==> config.mk <==
export PLATFORM = sky130hd
export DESIGN_NAME = game_life_controller
export DESIGN_NICKNAME = d
export VERILOG_FILES = /design/src/rtl/game_life_controller.sv
export SDC_FILE = /design/constraint.sdc
export NUM_CORES = 1
export LEC_CHECK = 0
export CORE_ASPECT_RATIO = 1.4
export CORE_UTILIZATION = 32
export DETAILED_ROUTE_END_ITERATION = 6
export REMOVE_ABC_BUFFERS = 1
export SYNTH_ARGS = -nofsm -noshare
export SYNTH_HDL_FRONTEND = slang
export SYNTH_SLANG_ARGS = --single-unit
==> constraint.sdc <==
create_clock -name Clk -period 7.3 [get_ports Clk]
set_input_delay 0.73 -clock Clk [delete_from_list [all_inputs] [get_ports Clk]]
set_output_delay 0.73 -clock Clk [all_outputs]
set_load 0.02 [all_outputs]
==> src/rtl/game_life_controller.sv <==
// game_life_controller: keeps score, lives and level, and sequences the death,
// respawn and level-clear pauses that freeze the movers and strobe their resets.
module game_life_controller #(
    parameter int START_LIVES      = 3,
    parameter int MAX_LIVES        = 5,
    parameter int EXTRA_LIFE_SCORE = 10000,
    parameter int DEATH_FRAMES     = 96,
    parameter int ANIM_DIV         = 8,
    parameter int READY_FRAMES     = 120,
    parameter int CLEAR_FRAMES     = 120
) (
    input  logic        Clk,
    input  logic        Reset,
    input  logic        frame_tick,
    input  logic [3:0]  ghost_hit,
    input  logic [3:0]  ghost_eaten,
    input  logic        pellet_eaten,
    input  logic        power_pellet,
    input  logic        level_clear,
    input  logic        restart,
    output logic [19:0] score,
    output logic [2:0]  lives,
    output logic [7:0]  level,
    output logic        freeze,
    output logic        soft_reset,
    output logic        new_map,
    output logic [3:0]  death_anim_frame,
    output logic        game_over
);
    typedef enum logic [2:0] {PLAY, DYING, RESPAWN, LEVEL_CLEAR, GAME_OVER} state_t;
    state_t      state, state_next;
    logic [7:0]  frame_cnt, anim_step;
    logic [1:0]  combo, combo_next;
    logic        bonus_given;
    logic [11:0] add;
    logic [20:0] sum;
    logic [19:0] score_next;
    logic        dying_done, ready_done, clear_done, timed, map_set, soft_set;

    assign dying_done = frame_cnt == 8'(DEATH_FRAMES);
    assign ready_done = frame_cnt == 8'(READY_FRAMES);
    assign clear_done = frame_cnt == 8'(CLEAR_FRAMES);
    assign timed      = state inside {DYING, RESPAWN, LEVEL_CLEAR};
    assign map_set    = (state == LEVEL_CLEAR && clear_done) || (state == GAME_OVER && restart);
    assign soft_set   = (state == DYING && dying_done && lives != 3'd1) || map_set;
    assign sum        = {1'b0, score} + {9'd0, add};
    assign score_next = (sum > 21'd999999) ? 20'd999999 : sum[19:0];

    // Ghosts are scored in ascending index so each one sees the combo left by the previous.
    always_comb begin
        add = (pellet_eaten ? 12'd10 : 12'd0) + (power_pellet ? 12'd50 : 12'd0);
        combo_next = combo;
        for (int i = 0; i < 4; i++) begin
            if (ghost_eaten[i]) begin
                add = add + (12'd200 << combo_next);
                combo_next = (combo_next == 2'd3) ? 2'd3 : combo_next + 2'd1;
            end
        end
        combo_next = power_pellet ? 2'd0 : combo_next;
    end

    always_comb begin
        state_next = state;
        case (state)
            PLAY:        state_next = |ghost_hit ? DYING : level_clear ? LEVEL_CLEAR : PLAY;
            DYING:       state_next = !dying_done ? DYING : (lives == 3'd1) ? GAME_OVER : RESPAWN;
            RESPAWN:     state_next = ready_done ? PLAY : RESPAWN;
            LEVEL_CLEAR: state_next = clear_done ? RESPAWN : LEVEL_CLEAR;
            GAME_OVER:   state_next = restart ? RESPAWN : GAME_OVER;
            default:     state_next = RESPAWN;
        endcase
    end

    always_ff @(posedge Clk) begin
        if (Reset) begin
            state       <= RESPAWN;
            score       <= 20'd0;
            lives       <= 3'(START_LIVES);
            level       <= 8'd0;
            combo       <= 2'd0;
            bonus_given <= 1'b0;
            frame_cnt   <= 8'd0;
            soft_reset  <= 1'b0;
            new_map     <= 1'b0;
        end else begin
            state      <= state_next;
            frame_cnt  <= (state_next != state) ? 8'd0 : (timed && frame_tick) ? frame_cnt + 8'd1 : frame_cnt;
            soft_reset <= soft_set ? 1'b1 : frame_tick ? 1'b0 : soft_reset;
            new_map    <= map_set ? 1'b1 : frame_tick ? 1'b0 : new_map;
            case (state)
                PLAY: begin
                    score <= score_next;
                    combo <= combo_next;
                    if (!bonus_given && score_next >= 20'(EXTRA_LIFE_SCORE)) begin
                        bonus_given <= 1'b1;
                        lives       <= (lives >= 3'(MAX_LIVES)) ? lives : lives + 3'd1;
                    end
                end
                DYING: if (dying_done) lives <= lives - 3'd1;
                LEVEL_CLEAR: if (clear_done) begin
                    level <= level + 8'd1;
                    combo <= 2'd0;
                end
                GAME_OVER: if (restart) begin
                    score       <= 20'd0;
                    lives       <= 3'(START_LIVES);
                    level       <= 8'd0;
                    bonus_given <= 1'b0;
                end
                default: ;
            endcase
        end
    end

    assign anim_step = frame_cnt / 8'(ANIM_DIV);

    always_comb begin
        freeze           = state != PLAY;
        game_over        = state == GAME_OVER;
        death_anim_frame = (state != DYING) ? 4'd0 : (anim_step > 8'd11) ? 4'd11 : anim_step[3:0];
    end
endmodule
==> flow_metrics.py <==
metrics = {
    "status": {
        "status": "complete, no violations",
    },
    "routing": {
        "first_pass_iters": 4,
        "vias": 4923,
        "via_per_inst": 5.14,
        "totalWireLength_mm": 14.4,
        "drc": 0,
        "avgRoutedWirePerCell_um": 15.1,
        "first_iter_violations": 211,
        "ant_nets": 0,
    },
    "sta": {
        "hold_viol_final": 0,
        "maxSlewViolCount": 0,
        "clock_skew_ps": 7.19,
        "fmax_ghz": 0.142,
        "post-route-period-util": 0.963,
        "setup_tns_ps": 0,
        "tightest_slew_ps": 916,
        "hold-worst-slack_ps": 487,
        "setup_violations": 0,
        "slew_headroom": 0.387,
        "min_period_ps": 7030,
    },
    "critical_path": {
        "slowest_stage": "fa_2",
        "critPathCaptureType": "flip-flop",
        "cp_top_family": "adder cells",
        "critPathBufInv": 8,
        "path_common_cell": "buf_4",
        "worst_ep_arrival_time_ps": 7230,
        "worst_path_largest_cell_delay_ps": 450,
        "crit_path_start_kind": "flip-flop",
        "path_class": "flip-flop to flip-flop",
        "critPathMaxFanout": 7,
        "crit_required_ps": 7500,
    },
    "place": {
        "place_hpwl_mm": 11.4,
        "portBuffers": 53,
        "placed_cells": 935,
        "gp_congestion": 0.887,
    },
    "clocking": {
        "clockRootBuffer": "clkbuf_16",
        "clk_pin_slew_ps": 70,
        "cts_tree": "built",
        "cts_max_path_buffers": 2,
        "cts_max_level": 2,
        "hold_buffers": 0,
        "clkSinkCount": 47,
        "clk_latency_ps": 290,
        "cts_made_buffers": 5,
    },
    "logic_synthesis": {
        "syn_area_per_cell_sq_um": 7.83,
        "ys_warn_count": 0,
        "synthArstFlopShare": 0,
        "yosys.area.top_type": "dfxtp_1",
        "synthTopCellsByCount": "ha_1, nor2_1, dfxtp_1",
        "synth_seq_cells": 47,
        "synth.cell_area_sq_um": 4900,
        "synth.area.top_cells": "dfxtp_1, ha_1, xnor2_1, nor2_1, a21oi_1",
        "synth_top_area_frac": 0.192,
        "ys.flop_type": "dfxtp_1",
        "yosys.cell_types.count": 68,
        "ys_seq_area_frac": 0.192,
        "synth_cells": 626,
        "synth-edff-count": 0,
    },
    "floorplanning": {
        "rows": 53,
        "pin_count": 54,
        "chipHeight_um": 148,
        "dieArea_sq_um": 15800,
        "initial_core_util": 0.327,
        "core-area_sq_um": 15000,
        "die_w_um": 107,
    },
    "layout": {
        "fin_cells": 957,
        "drive_above_1_share": 0.258,
        "final_net_count": 848,
        "syn_to_final_growth_pct": 37.8,
        "num_antenna_cells": 0,
    },
    "job": {
        "drv_cap": 0,
    },
    "power_and_ir_drop": {
        "powerDensity_nw_per_um2": 160,
        "leakage_nw": 2.98,
        "peakVddDrop_mv": 0.0970,
    },
    "grt": {
        "grt_pass1_wl_mm": 23.2,
        "gr-total-overflow": 0,
        "grt_max_degree": 27,
        "track_usage": 0.181,
        "antenna_found_initial": 0,
        "grt_pass1_vias": 4822,
    },
    "worst_hold_path": {
        "hold_class": "flip-flop to flip-flop",
    },
}
## path summary, 6_finish.rpt
kind / startpoint / endpoint / slack (ps) / cells after the start
min reg2reg: bonus_given / bonus_given / 490 / 2
min: bonus_given / bonus_given / 490 / 2
max reg2reg: combo[1] / score[15] / 270 / 36
max: combo[1] / score[15] / 270 / 36
## cells in the final DEF, fill, tap and decap left out, types with 11 or more instances in the layout
| cell | n |
|---|---|
| nor2_1 | 61 |
| nand4_1 | 13 |
| ha_1 | 55 |
| nand2_1 | 40 |
| buf_4 | 107 |
| a21oi_1 | 29 |
| xor2_1 | 22 |
| and2_1 | 13 |
| a21o_1 | 15 |
| o21ai_1 | 11 |
| nand3_1 | 24 |
| inv_1 | 44 |
| clkdlybuf4s50_1 | 50 |
| a21oi_2 | 17 |
| dfxtp_1 | 46 |
| xnor2_1 | 27 |
| o21ai_0 | 16 |
## metrics by stage
step	total power, W	area (sq um)	utilization	setup slack [ps]
5_1_grt	0.00115	6760	0.451	-40.3
2_1_floorplan	0.000563	4760	-	17.4
4_1_cts	0.00105	6560	0.437	3.16
3_5_place_dp	0.000752	6230	0.416	-695
6_report	0.00108	6760	0.451	269
3_3_place_gp	0.000739	6230	0.416	-513
## worst reg2reg max path: cells and delay by family, from the launching register on
family / cells / cell delay, ps
fa+ha+maj: 7 / 2140
flops: 1 / 320
xor+xnor: 4 / 770
mux: 2 / 470
buf+inv: 8 / 940
compound gates: 12 / 2010
simple gates: 3 / 310
## where the power goes
group,internal (W),switching (W),total (W)
Clock,0.000160,0.000105,0.000265
Combinational,0.000288,0.000271,0.000560
Sequential,0.000257,0.00000130,0.000259
## layout make-up
type	count	area (sq um)
clock buffer	5	125
sequential	47	942
tap	192	240
fill	1496	8230
timing repair buffer	161	1350
clock inverter	2	37.5
multi-input combinational	504	3890
inverter	46	173
## per-layer routing
metal	track usage	vias to the layer above	part of all wire	routed length (um)
met5	0	-	0	0
met4	0.0582	0	0.020	287
met3	0.0171	20	0.022	315
met2	0.358	84	0.55	8000
met1	0.198	2332	0.40	5810
li1	-	2487	-	-
## what timing repair did
action                                  in CTS  in global routing
pin swaps                                   16                 32
endpoints found under the setup margin      21                 22
gates resized for setup                     34                 49
setup buffers                               10                  5
## cell families after synthesis
| group | Yosys count | synth area share |
|---|---|---|
| DFF | 47 | 0.192 |
| xor gates and xnor gates | 51 | 0.0911 |
| AOI/OAI and AO/OA | 165 | 0.230 |
| buffers and inverters | 75 | 0.0638 |
| adders and majority gates | 68 | 0.181 |
| muxes | 20 | 0.0434 |
| and+or+nand+nor | 200 | 0.199 |
## sequential cells by signal, indices dropped and copies added (netlist names)
signal	flops
score	20
frame_cnt	8
level	8
lives	3
state	3
combo	2
bonus_given	1
new_map	1
soft_reset	1
No activity file was read; power rests on OpenSTA's default activity.
